## config.mk

```make
export PLATFORM = sky130hd
export DESIGN_NAME = seq_divider_param
export DESIGN_NICKNAME = d
export VERILOG_FILES = /design/src/rtl/seq_divider_param.sv
export SDC_FILE = /design/constraint.sdc
export NUM_CORES = 1
export LEC_CHECK = 0
export BUFFER_PORTS_ARGS = -buffer_cell sky130_fd_sc_hd__buf_2
export CAP_MARGIN = 20
export CORE_UTILIZATION = 60
export CTS_CLUSTER_DIAMETER = 50
export DETAILED_ROUTE_END_ITERATION = 10
export PLACE_DENSITY = 0.82
export SLEW_MARGIN = 15
export SYNTH_ARGS = -nofsm -noshare
export SYNTH_HDL_FRONTEND = slang
export SYNTH_SLANG_ARGS = --single-unit
```

## constraint.sdc

```tcl
create_clock -name clk -period 3.8 [get_ports clk]
set_input_delay 0.19 -clock clk [delete_from_list [all_inputs] [get_ports clk]]
set_output_delay 0.19 -clock clk [all_outputs]
set_load 0.02 [all_outputs]
```

## src/rtl/seq_divider_param.sv

```systemverilog
// Multi-cycle restoring integer divider with configurable width, per-operation
// signed/unsigned mode, divide-by-zero flag and a busy/ready handshake.
module seq_divider_param #(
    parameter int WIDTH = 32,
    parameter int CNT_W = $clog2(WIDTH) + 1
) (
    input  logic             clk,
    input  logic             reset,
    input  logic             run,
    input  logic             signed_mode,
    input  logic [WIDTH-1:0] Dividend,
    input  logic [WIDTH-1:0] Divisor,
    output logic [WIDTH-1:0] Quotient,
    output logic [WIDTH-1:0] Remainder,
    output logic             ready,
    output logic             busy,
    output logic             div_zero
);

    typedef enum logic [1:0] {
        IDLE   = 2'd0,
        DIVIDE = 2'd1,
        FIXUP  = 2'd2,
        DONE   = 2'd3
    } state_t;

    state_t               state_r;
    state_t               state_next_s;
    logic [2*WIDTH-1:0]   work_r;
    logic [WIDTH-1:0]     divisor_r;
    logic [CNT_W-1:0]     cnt_r;
    logic                 neg_q_r;
    logic                 neg_rem_r;
    logic                 zero_r;
    logic [WIDTH-1:0]     quotient_r;
    logic [WIDTH-1:0]     remainder_r;
    logic                 ready_r;
    logic                 busy_r;
    logic                 div_zero_r;

    logic                 accept_s;
    logic                 last_iter_s;
    logic                 zero_s;
    logic                 a_neg_s;
    logic                 b_neg_s;
    logic [WIDTH:0]       partial_s;
    logic [WIDTH:0]       diff_s;
    logic [2*WIDTH-1:0]   work_step_s;

    // Two's-complement negation when requested; the minimum negative value maps to 2^(WIDTH-1).
    function automatic logic [WIDTH-1:0] cond_negate(input logic [WIDTH-1:0] v, input logic neg);
        if (neg) begin
            cond_negate = ~v + WIDTH'(1'b1);
        end else begin
            cond_negate = v;
        end
    endfunction

    assign accept_s    = run & ~busy_r & ((state_r == IDLE) | (state_r == DONE));
    assign last_iter_s = (cnt_r == CNT_W'(WIDTH - 1));
    assign zero_s      = (Divisor == {WIDTH{1'b0}});
    assign a_neg_s     = signed_mode & Dividend[WIDTH-1];
    assign b_neg_s     = signed_mode & Divisor[WIDTH-1];

    // One restoring step; the partial remainder keeps the bit shifted out of the top.
    always_comb begin
        partial_s   = work_r[2*WIDTH-1:WIDTH-1];
        diff_s      = partial_s - {1'b0, divisor_r};
        work_step_s = {2*WIDTH{1'b0}};
        if (!diff_s[WIDTH]) begin
            work_step_s = {diff_s[WIDTH-1:0], work_r[WIDTH-2:0], 1'b1};
        end else begin
            work_step_s = {partial_s[WIDTH-1:0], work_r[WIDTH-2:0], 1'b0};
        end
    end

    // State register.
    always_ff @(posedge clk) begin
        if (reset) begin
            state_r <= IDLE;
        end else begin
            state_r <= state_next_s;
        end
    end

    // Next-state logic; a zero divisor skips the iterations entirely.
    always_comb begin
        state_next_s = state_r;
        case (state_r)
            IDLE, DONE: begin
                if (accept_s) begin
                    state_next_s = zero_s ? FIXUP : DIVIDE;
                end else begin
                    state_next_s = state_r;
                end
            end
            DIVIDE: begin
                if (last_iter_s) begin
                    state_next_s = FIXUP;
                end else begin
                    state_next_s = DIVIDE;
                end
            end
            FIXUP:   state_next_s = DONE;
            default: state_next_s = IDLE;
        endcase
    end

    // Datapath, result registers and handshake flags.
    always_ff @(posedge clk) begin
        if (reset) begin
            work_r      <= {2*WIDTH{1'b0}};
            divisor_r   <= {WIDTH{1'b0}};
            cnt_r       <= {CNT_W{1'b0}};
            neg_q_r     <= 1'b0;
            neg_rem_r   <= 1'b0;
            zero_r      <= 1'b0;
            quotient_r  <= {WIDTH{1'b0}};
            remainder_r <= {WIDTH{1'b0}};
            ready_r     <= 1'b0;
            busy_r      <= 1'b0;
            div_zero_r  <= 1'b0;
        end else if (accept_s) begin
            cnt_r      <= {CNT_W{1'b0}};
            ready_r    <= 1'b0;
            busy_r     <= 1'b1;
            div_zero_r <= 1'b0;
            zero_r     <= zero_s;
            divisor_r  <= cond_negate(Divisor, b_neg_s);
            if (zero_s) begin
                work_r    <= {Dividend, {WIDTH{1'b1}}};
                neg_q_r   <= 1'b0;
                neg_rem_r <= 1'b0;
            end else begin
                work_r    <= {{WIDTH{1'b0}}, cond_negate(Dividend, a_neg_s)};
                neg_q_r   <= a_neg_s ^ b_neg_s;
                neg_rem_r <= a_neg_s;
            end
        end else if (state_r == DIVIDE) begin
            work_r <= work_step_s;
            cnt_r  <= cnt_r + CNT_W'(1'b1);
        end else if (state_r == FIXUP) begin
            quotient_r  <= cond_negate(work_r[WIDTH-1:0], neg_q_r);
            remainder_r <= cond_negate(work_r[2*WIDTH-1:WIDTH], neg_rem_r);
            div_zero_r  <= zero_r;
        end else if (state_r == DONE) begin
            ready_r <= 1'b1;
            busy_r  <= 1'b0;
        end
    end

    assign Quotient  = quotient_r;
    assign Remainder = remainder_r;
    assign ready     = ready_r;
    assign busy      = busy_r;
    assign div_zero  = div_zero_r;

endmodule
```

==> metrics.log <==
[metrics] remaining design rule violation count: 0
[metrics] Mapped Area: 11,400 um2
[metrics] Register Area: 3480 um2
[metrics] vias per cell: 6.40
[metrics] number of antenna violations at the first check in global routing: 0
[metrics] Final Slew Violations: 0
[metrics] number of inserted filler cells in the final layout: 1,600
[metrics] flop2flop setup slack: 250 ps
[metrics] synthesized instance count: 1,440
[metrics] startpoint types: flop
[metrics] max-cap violation count: 0
[metrics] mean instance size in the synthesized netlist: 7.91 um2
[metrics] area of the multi-input gates: 7390 um2
[metrics] WS Path Type: reg2reg
[metrics] core region area: 18,600 um2
[metrics] Cell variety after synth: 70
[metrics] register bit total from synthesis: 174
[metrics] biggest area contributors in the synthesized netlist: sky130_fd_sc_hd__dfxtp_1, sky130_fd_sc_hd__xor2_1, sky130_fd_sc_hd__nor2_1
[metrics] floorplan row count: 50
[metrics] clock transition at the register clock pins on the worst setup and hold paths after CTS: 70 ps
[metrics] source of the worst hold timing path: Dividend[8]
[metrics] number of hold-slack violations in the final timing report: 0
[metrics] hold_buf cts: 0
[metrics] crit path max-delay cell type: sky130_fd_sc_hd__a2111o_1
[metrics] met2 Use GR: 0.549
[metrics] WP data required: 4170 ps
[metrics] area fraction of the dominant cell type after synthesis: 0.306
[metrics] largest net degree at the start of global routing: 81
[metrics] RSZ-0062 raised after global routing: false
[metrics] Leak Pwr: 0.00506 uW
[metrics] number of global-route vias before repair: 10,300
[metrics] Max Fanout on Critical Path: 12
[metrics] number of endpoints failing setup at the final stage: 0
[metrics] Hold Path Class: in2reg
[metrics] clock buffer count from CTS: 17
[metrics] Top-Level Pins: 135
[metrics] worst-case hold path end point: work_r[40]$_SDFFE_PP0P_
[metrics] ANT cells: 0
[metrics] setup TNS: 0 ps
[metrics] non-filler cells, final: 1,777
[metrics] CTS tree: yes
[metrics] most instantiated flip-flop cell in the synthesis netlist: sky130_fd_sc_hd__dfxtp_1
[metrics] Crit Reg-Reg Startpoint: work_r[31]$_SDFFE_PP0P_
[metrics] total clock sinks: 174
[metrics] clock skew after layout: 8.45 ps
[metrics] Peak supply drop: 0.446 mV
[metrics] Die Area: 19,500 um2
[metrics] upper clock frequency limit: 282 MHz
[metrics] final clock period utilization by the worst path: 0.933
[metrics] arrival time at the worst endpoint: 3910 ps
[metrics] CTS HTree Levels: 4
[metrics] final weighted congestion of routability-driven global placement: 0.943
[metrics] buffer cell driving the clock tree root: sky130_fd_sc_hd__clkbuf_16
[metrics] depth of the most critical reg-to-reg path: 13
[metrics] post-layout net count: 1,640
[metrics] crit-path cells: inv_1 -> ha_1 -> fa_1 -> nand2b_1 -> a21oi_1 -> o21ai_1 -> a2111o_1 -> nand3_1 -> nor4bb_4 -> clkbuf_16 -> nor3_1 -> a311o_1 -> o21ai_0
[metrics] final wirelength: 33,300 um
[metrics] count of buffers inserted at the top-level ports: 134
[metrics] share of cells above drive strength 1: 0.138
[metrics] met1 routing resource usage after global routing: 0.445
[metrics] tightest slew margin relative to the limit: 0.404
[metrics] Worst-Skew Late Latency: 440 ps
[metrics] syn_nets: 1,550
[metrics] post-detailed-route count of antenna-violating nets: 0
[metrics] Crit. End Element: flop
[metrics] transition at the pin with the smallest max-transition slack: 886 ps
[metrics] areal power density over the cells: 541 nW/um2
[metrics] number of synthesized flops with an enable pin: 0
[metrics] total half-perimeter wirelength after legalization and detailed placement: 24,100 um
[metrics] async set or reset register ratio after synthesis: 0
[metrics] maximum root-to-sink buffer count: 2
[metrics] warnings from Yosys: 0
[metrics] first drt pass iteration count: 6
[metrics] global-route usage over all layers: 0.337
[metrics] global-route wire length before repair: 52,900 um
[metrics] number of DRC markers after the initial detailed-route iteration: 1,003
[metrics] vias after detailed routing: 11,400
[metrics] wire length per cell: 18.7 um
[metrics] signed area change from the synthesized netlist to the final layout: 12.9%
[metrics] sequential element share of the synthesized area: 0.306
[metrics] Die Wd: 140 um
[metrics] Die Span Y: 140 um
[metrics] shortest clock period the worst path allows after layout: 3550 ps
[metrics] total placed cells including tap cells: 1,743
[metrics] end of the worst register-to-register path: work_r[47]$_SDFFE_PP0P_
[metrics] met3 GRT Util: 0.0588
[metrics] Slowest Stage Delay on Critical Path: 490 ps
[metrics] Initial Utilization: 0.611
[metrics] remaining global-route overflow: 0
[metrics] cell depth of the worst hold path: 2
[metrics] cell accounting for the most synthesized area: sky130_fd_sc_hd__dfxtp_1
[metrics] status: completed
[metrics] busiest metal layer after global routing: met2
-- layout make-up --
cell class              count  share of cell area
repair buffers            160              0.0698
clock inverters            14              0.0113
inverters                  58              0.0169
flip-flops and latches    174               0.271
clock buffers              18              0.0334
multi-input cells        1119               0.575
well taps                 234              0.0228
-- registers in the layout, summed over array words and instances, names as in the netlist, 2 cells and up --
| register | flops |
|---|---|
| cnt_r | 6 |
| Remainder | 32 |
| Quotient | 32 |
| work_r | 64 |
| state_r | 2 |
| divisor_r | 32 |
-- worst max-delay path by stage --
stage / slack (ps) / cells after the start / from / end
final: 250 / 13 / work_r[31]$_SDFFE_PP0P_ / work_r[47]$_SDFFE_PP0P_
after global routing: 20 / 12 / work_r[31]$_SDFFE_PP0P_ / work_r[58]$_SDFFE_PP0P_
after CTS: 330 / 12 / work_r[31]$_SDFFE_PP0P_ / work_r[51]$_SDFFE_PP0P_
after detailed placement: 360 / 13 / work_r[31]$_SDFFE_PP0P_ / work_r[49]$_SDFFE_PP0P_
after global placement: 500 / 13 / work_r[31]$_SDFFE_PP0P_ / work_r[47]$_SDFFE_PP0P_
after floorplan: 510 / 14 / work_r[31]$_SDFFE_PP0P_ / work_r[36]$_SDFFE_PP0P_
-- cell families after synthesis --
| kind of cell | share of synthesized area |
|---|---|
| AOI/OAI and AO/OA | 0.261 |
| xor gates and xnor gates | 0.108 |
| buffers and inverters | 0.0490 |
| DFF | 0.306 |
| adders and majority gates | 0.0468 |
| muxes | 0.0431 |
| and+or+nand+nor | 0.186 |
-- through the flow --
| step | power, uW | hold slack [ps] | setup slack [ps] | util | cell area [um2] |
|---|---|---|---|---|---|
| floorplan | 4310 | 299 | 506 | - | 11400 |
| global placement | 5030 | 443 | 498 | 0.657 | 12200 |
| detailed placement | 5090 | 444 | 360 | 0.657 | 12300 |
| CTS | 6810 | 11.1 | 325 | 0.688 | 12800 |
| global route | 7340 | 19.4 | 22.0 | 0.690 | 12900 |
| finish | 6960 | 14.5 | 255 | 0.690 | 12900 |
-- cells in the final DEF (no fill, tap or decap), types with 7 or more instances in the layout --
cell / instances
sky130_fd_sc_hd__xor2_1: 89
sky130_fd_sc_hd__nor2b_1: 12
sky130_fd_sc_hd__xnor2_1: 52
sky130_fd_sc_hd__a31oi_1: 9
sky130_fd_sc_hd__mux2i_1: 49
sky130_fd_sc_hd__o21ai_0: 85
sky130_fd_sc_hd__buf_4: 23
sky130_fd_sc_hd__o31ai_1: 23
sky130_fd_sc_hd__ha_1: 39
sky130_fd_sc_hd__and3_1: 8
sky130_fd_sc_hd__nand4_1: 9
sky130_fd_sc_hd__a221oi_1: 23
sky130_fd_sc_hd__inv_1: 58
sky130_fd_sc_hd__buf_2: 133
sky130_fd_sc_hd__nand2b_1: 14
sky130_fd_sc_hd__a311oi_1: 8
sky130_fd_sc_hd__nand3_1: 16
sky130_fd_sc_hd__nor2_1: 177
sky130_fd_sc_hd__a211oi_1: 84
sky130_fd_sc_hd__dfxtp_1: 174
sky130_fd_sc_hd__a21o_1: 19
sky130_fd_sc_hd__nor3_1: 43
sky130_fd_sc_hd__or3_1: 19
sky130_fd_sc_hd__a32oi_1: 13
sky130_fd_sc_hd__nor4_1: 7
sky130_fd_sc_hd__o41ai_1: 18
sky130_fd_sc_hd__clkbuf_16: 18
sky130_fd_sc_hd__a21oi_1: 114
sky130_fd_sc_hd__nand2_1: 85
sky130_fd_sc_hd__or4_1: 14
-- layer usage --
metal,vias to the layer above,wire length (um)
li1,5449,-
met1,5306,14100
met2,526,15400
met3,97,2700
met4,0,1150
met5,-,0
-- power by group --
part           total, uW  internal [uW]  switching (uW)
sequential          2200           1970             233
combinational       3030           1220            1810
clock               1730            875             852
-- critical path: cells and delay by family (launching register included) --
kind,cells,cell delay (ps)
AOI/OAI and AO/OA,5,1350
adders and majority gates,2,640
DFF,1,380
buffers and inverters,2,370
and+or+nand+nor,4,730
-- timing repair --
item,4_1_cts,5_1_grt
endpoints found under the hold margin,0,0
gates resized for setup,0,3
endpoints found under the setup margin,0,1
setup buffers,0,0
-- cells in the mapped netlist, types with 8 or more instances --
| cell type | number |
|---|---|
| sky130_fd_sc_hd__nor2_1 | 180 |
| sky130_fd_sc_hd__dfxtp_1 | 174 |
| sky130_fd_sc_hd__a21oi_1 | 114 |
| sky130_fd_sc_hd__xor2_1 | 89 |
| sky130_fd_sc_hd__o21ai_0 | 86 |
| sky130_fd_sc_hd__nand2_1 | 85 |
| sky130_fd_sc_hd__a211oi_1 | 84 |
| sky130_fd_sc_hd__clkbuf_1 | 75 |
| sky130_fd_sc_hd__inv_1 | 58 |
| sky130_fd_sc_hd__xnor2_1 | 52 |
| sky130_fd_sc_hd__mux2i_1 | 49 |
| sky130_fd_sc_hd__nor3_1 | 43 |
| sky130_fd_sc_hd__ha_1 | 41 |
| sky130_fd_sc_hd__a221oi_1 | 23 |
| sky130_fd_sc_hd__o31ai_1 | 23 |
| sky130_fd_sc_hd__a21o_1 | 19 |
| sky130_fd_sc_hd__or3_1 | 19 |
| sky130_fd_sc_hd__o41ai_1 | 18 |
| sky130_fd_sc_hd__nand3_1 | 16 |
| sky130_fd_sc_hd__nand2b_1 | 14 |
| sky130_fd_sc_hd__or4_1 | 14 |
| sky130_fd_sc_hd__a32oi_1 | 13 |
| sky130_fd_sc_hd__nor2b_1 | 12 |
| sky130_fd_sc_hd__a31oi_1 | 9 |
| sky130_fd_sc_hd__buf_1 | 9 |
| sky130_fd_sc_hd__nand4_1 | 9 |
| sky130_fd_sc_hd__a311oi_1 | 8 |
| sky130_fd_sc_hd__and3_1 | 8 |
(Power assumes the default switching activity.)
